<file path="src/rtl/fft_loader.sv">
// fft_loader: writes a 1024-point stream of q1.15 samples into two BSRAM banks in bit-reversed order.
// It then runs the start / finish / clear handshake with the FFT core and reports frame_done.
module fft_loader #(
  parameter int SHIFT = 0
) (
  input  logic        clk,
  input  logic        rst_n,
  input  logic        s_valid,
  output logic        s_ready,
  input  logic [31:0] s_data,
  input  logic        flush,
  output logic        ce0,
  output logic        wre0,
  output logic [10:0] ad0,
  output logic [31:0] din0,
  output logic        ce1,
  output logic        wre1,
  output logic [10:0] ad1,
  output logic [31:0] din1,
  output logic        fft_start,
  input  logic        fft_finish,
  output logic        fft_clear,
  output logic        frame_done,
  output logic        busy
);

  typedef enum logic [1:0] {
    S_LOAD = 2'd0,
    S_KICK = 2'd1,
    S_WAIT = 2'd2,
    S_ACK  = 2'd3
  } state_t;

  state_t             state_q, state_d;
  logic [9:0]         n_q, n_d;
  logic               kclr_q, kclr_d;
  logic               start_q, start_d;
  logic               clear_q, clear_d;
  logic               done_q, done_d;
  logic               ce0_q, ce0_d;
  logic               ce1_q, ce1_d;
  logic [10:0]        ad0_q, ad0_d;
  logic [10:0]        ad1_q, ad1_d;
  logic [31:0]        din0_q, din0_d;
  logic [31:0]        din1_q, din1_d;
  logic               accept;
  logic [9:0]         rev;
  logic signed [15:0] re_sh;
  logic signed [15:0] im_sh;

  assign s_ready = (state_q == S_LOAD) && !flush;
  assign accept  = s_valid && s_ready;
  assign busy    = (state_q != S_LOAD);

  assign re_sh = $signed(s_data[31:16]) >>> SHIFT;
  assign im_sh = $signed(s_data[15:0]) >>> SHIFT;

  always_comb begin
    rev = '0;
    for (int i = 0; i < 10; i++) begin
      rev[i] = n_q[9-i];
    end
  end

  always_comb begin
    state_d = state_q;
    n_d     = n_q;
    kclr_d  = 1'b0;
    start_d = 1'b0;
    clear_d = 1'b0;
    done_d  = 1'b0;
    ce0_d   = 1'b0;
    ce1_d   = 1'b0;
    ad0_d   = ad0_q;
    ad1_d   = ad1_q;
    din0_d  = din0_q;
    din1_d  = din1_q;

    // The top bit of the reversed index (n[0]) picks the bank.
    if (accept) begin
      if (rev[9]) begin
        ce1_d  = 1'b1;
        ad1_d  = {2'b00, rev[8:0]};
        din1_d = {re_sh, im_sh};
      end else begin
        ce0_d  = 1'b1;
        ad0_d  = {2'b00, rev[8:0]};
        din0_d = {re_sh, im_sh};
      end
    end

    case (state_q)
      S_LOAD: begin
        if (flush) begin
          n_d = '0;
        end else if (accept) begin
          n_d = n_q + 10'd1;
          if (n_q == 10'd1023) begin
            state_d = S_KICK;
          end
        end
      end
      S_KICK: begin
        // A finish left over from an earlier run is acknowledged before starting.
        if (fft_finish && !kclr_q) begin
          clear_d = 1'b1;
          kclr_d  = 1'b1;
        end else begin
          start_d = 1'b1;
          state_d = S_WAIT;
        end
      end
      S_WAIT: begin
        if (fft_finish) begin
          clear_d = 1'b1;
          done_d  = 1'b1;
          state_d = S_ACK;
        end
      end
      S_ACK: begin
        state_d = S_LOAD;
        n_d     = '0;
      end
      default: state_d = S_LOAD;
    endcase
  end

  always_ff @(posedge clk or negedge rst_n) begin
    if (!rst_n) begin
      state_q <= S_LOAD;
      n_q     <= '0;
      kclr_q  <= 1'b0;
      start_q <= 1'b0;
      clear_q <= 1'b0;
      done_q  <= 1'b0;
      ce0_q   <= 1'b0;
      ce1_q   <= 1'b0;
      ad0_q   <= '0;
      ad1_q   <= '0;
      din0_q  <= '0;
      din1_q  <= '0;
    end else begin
      state_q <= state_d;
      n_q     <= n_d;
      kclr_q  <= kclr_d;
      start_q <= start_d;
      clear_q <= clear_d;
      done_q  <= done_d;
      ce0_q   <= ce0_d;
      ce1_q   <= ce1_d;
      ad0_q   <= ad0_d;
      ad1_q   <= ad1_d;
      din0_q  <= din0_d;
      din1_q  <= din1_d;
    end
  end

  assign ce0        = ce0_q;
  assign wre0       = ce0_q;
  assign ad0        = ad0_q;
  assign din0       = din0_q;
  assign ce1        = ce1_q;
  assign wre1       = ce1_q;
  assign ad1        = ad1_q;
  assign din1       = din1_q;
  assign fft_start  = start_q;
  assign fft_clear  = clear_q;
  assign frame_done = done_q;

endmodule

</file>
<file path="config.mk">
export PLATFORM = sky130hd
export DESIGN_NAME = fft_loader
export DESIGN_NICKNAME = d
export VERILOG_FILES = /design/src/rtl/fft_loader.sv
export SDC_FILE = /design/constraint.sdc
export NUM_CORES = 1
export LEC_CHECK = 0
export CORE_UTILIZATION = 51
export CTS_BUF_LIST = sky130_fd_sc_hd__clkbuf_4
export DETAILED_ROUTE_END_ITERATION = 7
export PLACE_DENSITY = 0.92
export SLEW_MARGIN = 20
export SYNTH_ARGS = -nofsm -noshare
export SYNTH_HDL_FRONTEND = slang
export SYNTH_SLANG_ARGS = --single-unit
</file>
<file path="constraint.sdc">
create_clock -name clk -period 2.95 [get_ports clk]
set_clock_uncertainty 0.1 [all_clocks]
set_input_delay 0.295 -clock clk [delete_from_list [all_inputs] [get_ports clk]]
set_output_delay 0.295 -clock clk [all_outputs]
set_load 0.005 [all_outputs]
</file>
# Word level (Yosys, flattened, before mapping)
# Cells that the tools add are included.
# W data, S select, Z words.
[classes] n_addsub=1 n_mul=0 div_mod_pow=0 order_cmp=0 n_eq_ne=10 shifts=0 muxes=20 n_bitwise=1 reduce_logical=12
[op_table] op="$mux W10" count=2
[op_table] op="$pmux W10 S2" count=1
[op_table] op="$add A10 B1 Y10 const B" count=1
[op_table] op="$eq A10 B10 Y1 const B" count=1
[op_table] op="$mux W1" count=10
[op_table] op="$mux W2" count=5
[op_table] op="$ne A2 B2 Y1 const B" count=4
[op_table] op="$pmux W2 S4" count=1
[op_table] op="$reduce_and A2 Y1" count=3
[op_table] op="$reduce_and A5 Y1" count=1
[op_table] op="$eq A2 B2 Y1 const B" count=2
[op_table] op="$reduce_bool A2 Y1" count=2
[op_table] op="$logic_and A1 B1 Y1" count=3
[op_table] op="$ne A3 B3 Y1 const B" count=1
[op_table] op="$eq A2 B1 Y1 const B" count=1
[op_table] op="$logic_not A1 Y1" count=2
[op_table] op="$logic_not A2 Y1" count=1
[op_table] op="$ne A2 B1 Y1 const B" count=1
[op_table] op="$pmux W1 S2" count=1
[op_table] op="$not A1 Y1" count=1
[totals] register_bits=100 latch_bits=0 ram_bits=0 romBits=0 inputBits=37 wordCells=56 memories=0

# Longest topological paths before layout
[depth] word_depth=6 ltp_mapped=7

# Worst setup path after synthesis
# No wires, ideal clock.
[synth_timing] kind="reg-to-reg" start="register state_q[0]" end="register din0_q[10], in the netlist din0[10]" t_arrival_ns=1.719 required_ns=2.725 slack_ns=1.007 path_stages_with_launch=7 path_buffers=1 synth_period_minus_slack_ns=1.943 path_cell_list="dfrtp_1 -> inv_1 -> ha_1 -> nand2_1 -> nor3_2 -> buf_4 -> mux2_2"
[synth_between] elab_chain_cells=4
[synth_lines] element="from (decl)" line_no="34" source="state_t state_q, state_d;"
[synth_lines] element="from (signal assigned)" line_no="143" source="state_q <= state_d;"
[synth_lines] element="$logic_not A2 Y1" line_no="51" source="assign s_ready = (state_q == S_LOAD) && !flush;"
[synth_lines] element="$logic_and A1 B1 Y1" line_no="51"
[synth_lines] element="$logic_and A1 B1 Y1" line_no="52" source="assign accept = s_valid && s_ready;"
[synth_lines] element="$reduce_and A2 Y1 (no line)"
[synth_lines] element="to (signal assigned)" line_no="153" source="din0_q <= din0_d;"
[synth_lines] element="to (decl)" line_no="44" source="logic [31:0] din0_q, din0_d;"
# Every way passes these cells.
# A chain may end at the register's enable or synchronous reset.

# Worst setup path in the final report
[layout_timing] start="register state_q[0]" end="output port s_ready"
[layout_between] elab_chain_cells=2
[layout_lines] element="$logic_not A2 Y1" line_no="51"
[layout_lines] element="$logic_and A1 B1 Y1" line_no="51"
[layout_lines] element="to (decl)" line_no="9" source="output logic s_ready,"
# Every way passes these cells.

==> results.cfg <==
[final_layout]
drive_gt1_frac = 0.2633
fill_cells = 536
fin_nets = 452
syn_to_final_growth_pct = 36.40
n_antenna_cell = 0
fin_cells = 516

[pwr]
internal_power_mw = 3.279
sw_frac_of_total = 0.2833
powerDensity_mw_per_mm2 = 819.3
vdd_drop_max_uv = 465.2
power_frac_seq = 0.455
power.total_mw = 4.575
p_leak_nw = 2.505
p_clk_frac = 0.154
combPwrFrac = 0.391
switchingPower_mw = 1.296

[synthesis]
yosysMostFrequentCell = dfrtp_1
synth_seq_area_share = 0.6112
ys_warn_count = 0
netlist_instances = 280
synth_seq_cells = 100
synth_area_leaders = dfrtp_1, mux2_2, buf_4
async_flop_share = 1.000
yosys-top-cells-count = dfrtp_1, mux2_2, buf_4, buf_2
synth_top_area_cell = dfrtp_1
synth_ff_type = dfrtp_1
synth_largest_type_area_fraction = 0.6112
syn-cell-area_mm2 = 0.004094
synth.avg_cell_area_um2 = 14.62
ys_types = 38
synth_edf_count = 0

[detailed_routing]
wl_um = 8540
vias_per_cell = 5.283
drtIter0Drc = 94
dr_total_vias = 2726
antenna_left = 0
drc_errors = 0
wire_per_inst_um = 16.55
first_pass_iters = 4

[cts]
cts_tree = done
root_buffer = clkbuf_4
cts_max_level = 3
numCtsBuffers = 9
clk_pin_slew_ns = 0.15
insertion_delay_ns = 0.43
cts.sinks = 100
clk_path_buf_depth = 2

[sta]
rsz0062_at_grt = no
setup-violations-final = 0
drv_slew = 0
whs_ns = 0.3656
tightest_slew_ns = 0.7482
timing.fmax_ghz = 0.3872
hold_viol_final = 0
relSlewSlack = 0.5012
fin_crit_ns = 2.582
period_share = 0.8754
tns_ns = 0

[global_route]
grt_max_degree = 62
grtUsageTotal = 0.2187
grt_antenna_before_repair = 0
grt_pass1_vias = 2888
overflow = 0
grt_pass1_wl_um = 14170

[die]
die-area_mm2 = 0.008390
core_mm2 = 0.007727
initial_core_util = 0.5298
row_count = 32
die-height_um = 91.60
chipWidth_um = 91.60
io-pin-count = 132

[place]
gp_congestion = 0.8007
port_buffers = 127
placed_cells = 499
dp_hpwl_um = 6221

[worst_setup_path]
arrival_ns = 2.19
rr_endpoint = din0[6]
crit_slowest_cell = clkdlybuf4s50_1
critPathMaxFanout = 8
cpMostUsedCell = inv_1
r2r_cells = 6
slowest_delay_ns = 0.54
crit_path_start_kind = flip-flop
crit_required_ns = 2.56
worst_r2r_startpoint = state_q[0]
crit_chain = inv_1 > ha_1 > inv_1 > nor2_1 > clkdlybuf4s50_1
critPathCaptureType = output pin
path_class = reg -> out
ff2ff_setup_slack_ns = 0.76

[job]
drv_cap = 0

[run_status]
outcome = completed

[min_path]
hold_path_class = in -> async
## power groups by stage
stage                     sequential (mW)  clock [mW]  combinational (mW)
after floorplan                      2.10           0               0.703
after global placement               2.08           0                1.73
after detailed placement             2.12           0                1.80
after CTS                            2.09       0.728                1.81
after global routing                 2.14       0.776                1.93
final                                2.08       0.705                1.79
## through the flow
step	worst slack, ns	utilization	area [µm²]
detailed placement	0.7000	0.7034	5435
finish	0.3676	0.7226	5584
global placement	0.7431	0.7034	5435
CTS	0.3623	0.7226	5584
floorplan	1.007	-	4105
global route	0.1684	0.7226	5584
## cell usage in the layout (no fill, tap or decap), types with 2 or more instances in the layout
| master | netlist | layout |
|---|---|---|
| dfrtp_1 | 100 | 100 |
| nand2b_1 | 3 | 3 |
| clkdlybuf4s50_1 | 0 | 126 |
| mux2i_1 | 2 | 2 |
| mux2_2 | 80 | 80 |
| xnor2_1 | 4 | 4 |
| o21ai_0 | 5 | 5 |
| clkbuf_4 | 0 | 10 |
| inv_1 | 8 | 8 |
| nor4_1 | 4 | 4 |
| nand2_1 | 7 | 6 |
| a22o_1 | 3 | 3 |
| ha_1 | 6 | 6 |
| nor4b_1 | 2 | 2 |
| mux2_1 | 2 | 2 |
| and4_1 | 2 | 2 |
| o21a_1 | 2 | 2 |
| a21oi_1 | 3 | 3 |
| buf_4 | 10 | 7 |
| nor2_1 | 8 | 8 |
| nor3_1 | 2 | 2 |
| conb_1 | 1 | 4 |
## critical path, delay by kind of cell (launching register included)
kind                     cells  cell delay (ns)
adder cells (fa/ha/maj)      1             0.36
AND/OR/NAND/NOR              1             0.18
buffers and inverters        3             0.81
flip-flops                   1             0.42
## timing repair
action | in CTS | in global routing
hold endpoints to repair | 59 | 0
gates resized for setup | 0 | 0
hold buffers | 1 | 0
setup buffers | 0 | 0
## logic make-up after synthesis
logic type / Yosys count / synth area share
AOI/OAI and AO/OA: 18 / 0.02995
xor gates and xnor gates: 4 / 0.008557
adders and majority gates: 6 / 0.01834
buffers and inverters: 27 / 0.03667
DFF: 100 / 0.6112
muxes: 85 / 0.2341
other: 1 / 0.0009160
and+or+nand+nor: 39 / 0.06022
## sequential cells by signal, indices dropped and copies added (netlist names), 2 cells and up
register and cells:
din1 32, state_q 2, ad0 9, ad1 9
n_q 10, din0 32
## per-layer routing
layer	GRT usage	routed length [µm]	up-vias
met1	0.2716	3466	1371
met4	0.08201	127	0
met3	0.03853	524	13
li1	-	-	1237
met5	0	0	-
met2	0.3810	4422	105
## layout make-up
cell class / instances / area [µm²] / area share
Clock buffer: 10 / 75.07 / 0.01344
Sequential cell: 100 / 2502 / 0.4481
Inverter: 8 / 30.03 / 0.005378
Clock inverter: 6 / 63.81 / 0.01143
Multi-Input combinational cell: 156 / 1461 / 0.2617
Tap cell: 102 / 127.6 / 0.02285
Timing Repair Buffer: 134 / 1324 / 0.2371
## worst max path at each step
stage | cells past startpoint | startpoint | slack (ns) | end
floorplan | 6 | state_q[0] | 1.01 | din0[10]
global placement | 5 | s_valid | 0.74 | state_q[1]
detailed placement | 5 | s_valid | 0.70 | din0[3]
CTS | 5 | state_q[0] | 0.36 | s_ready
global route | 5 | state_q[0] | 0.17 | s_ready
finish | 5 | state_q[0] | 0.37 | s_ready
(Power assumes the default switching activity.)
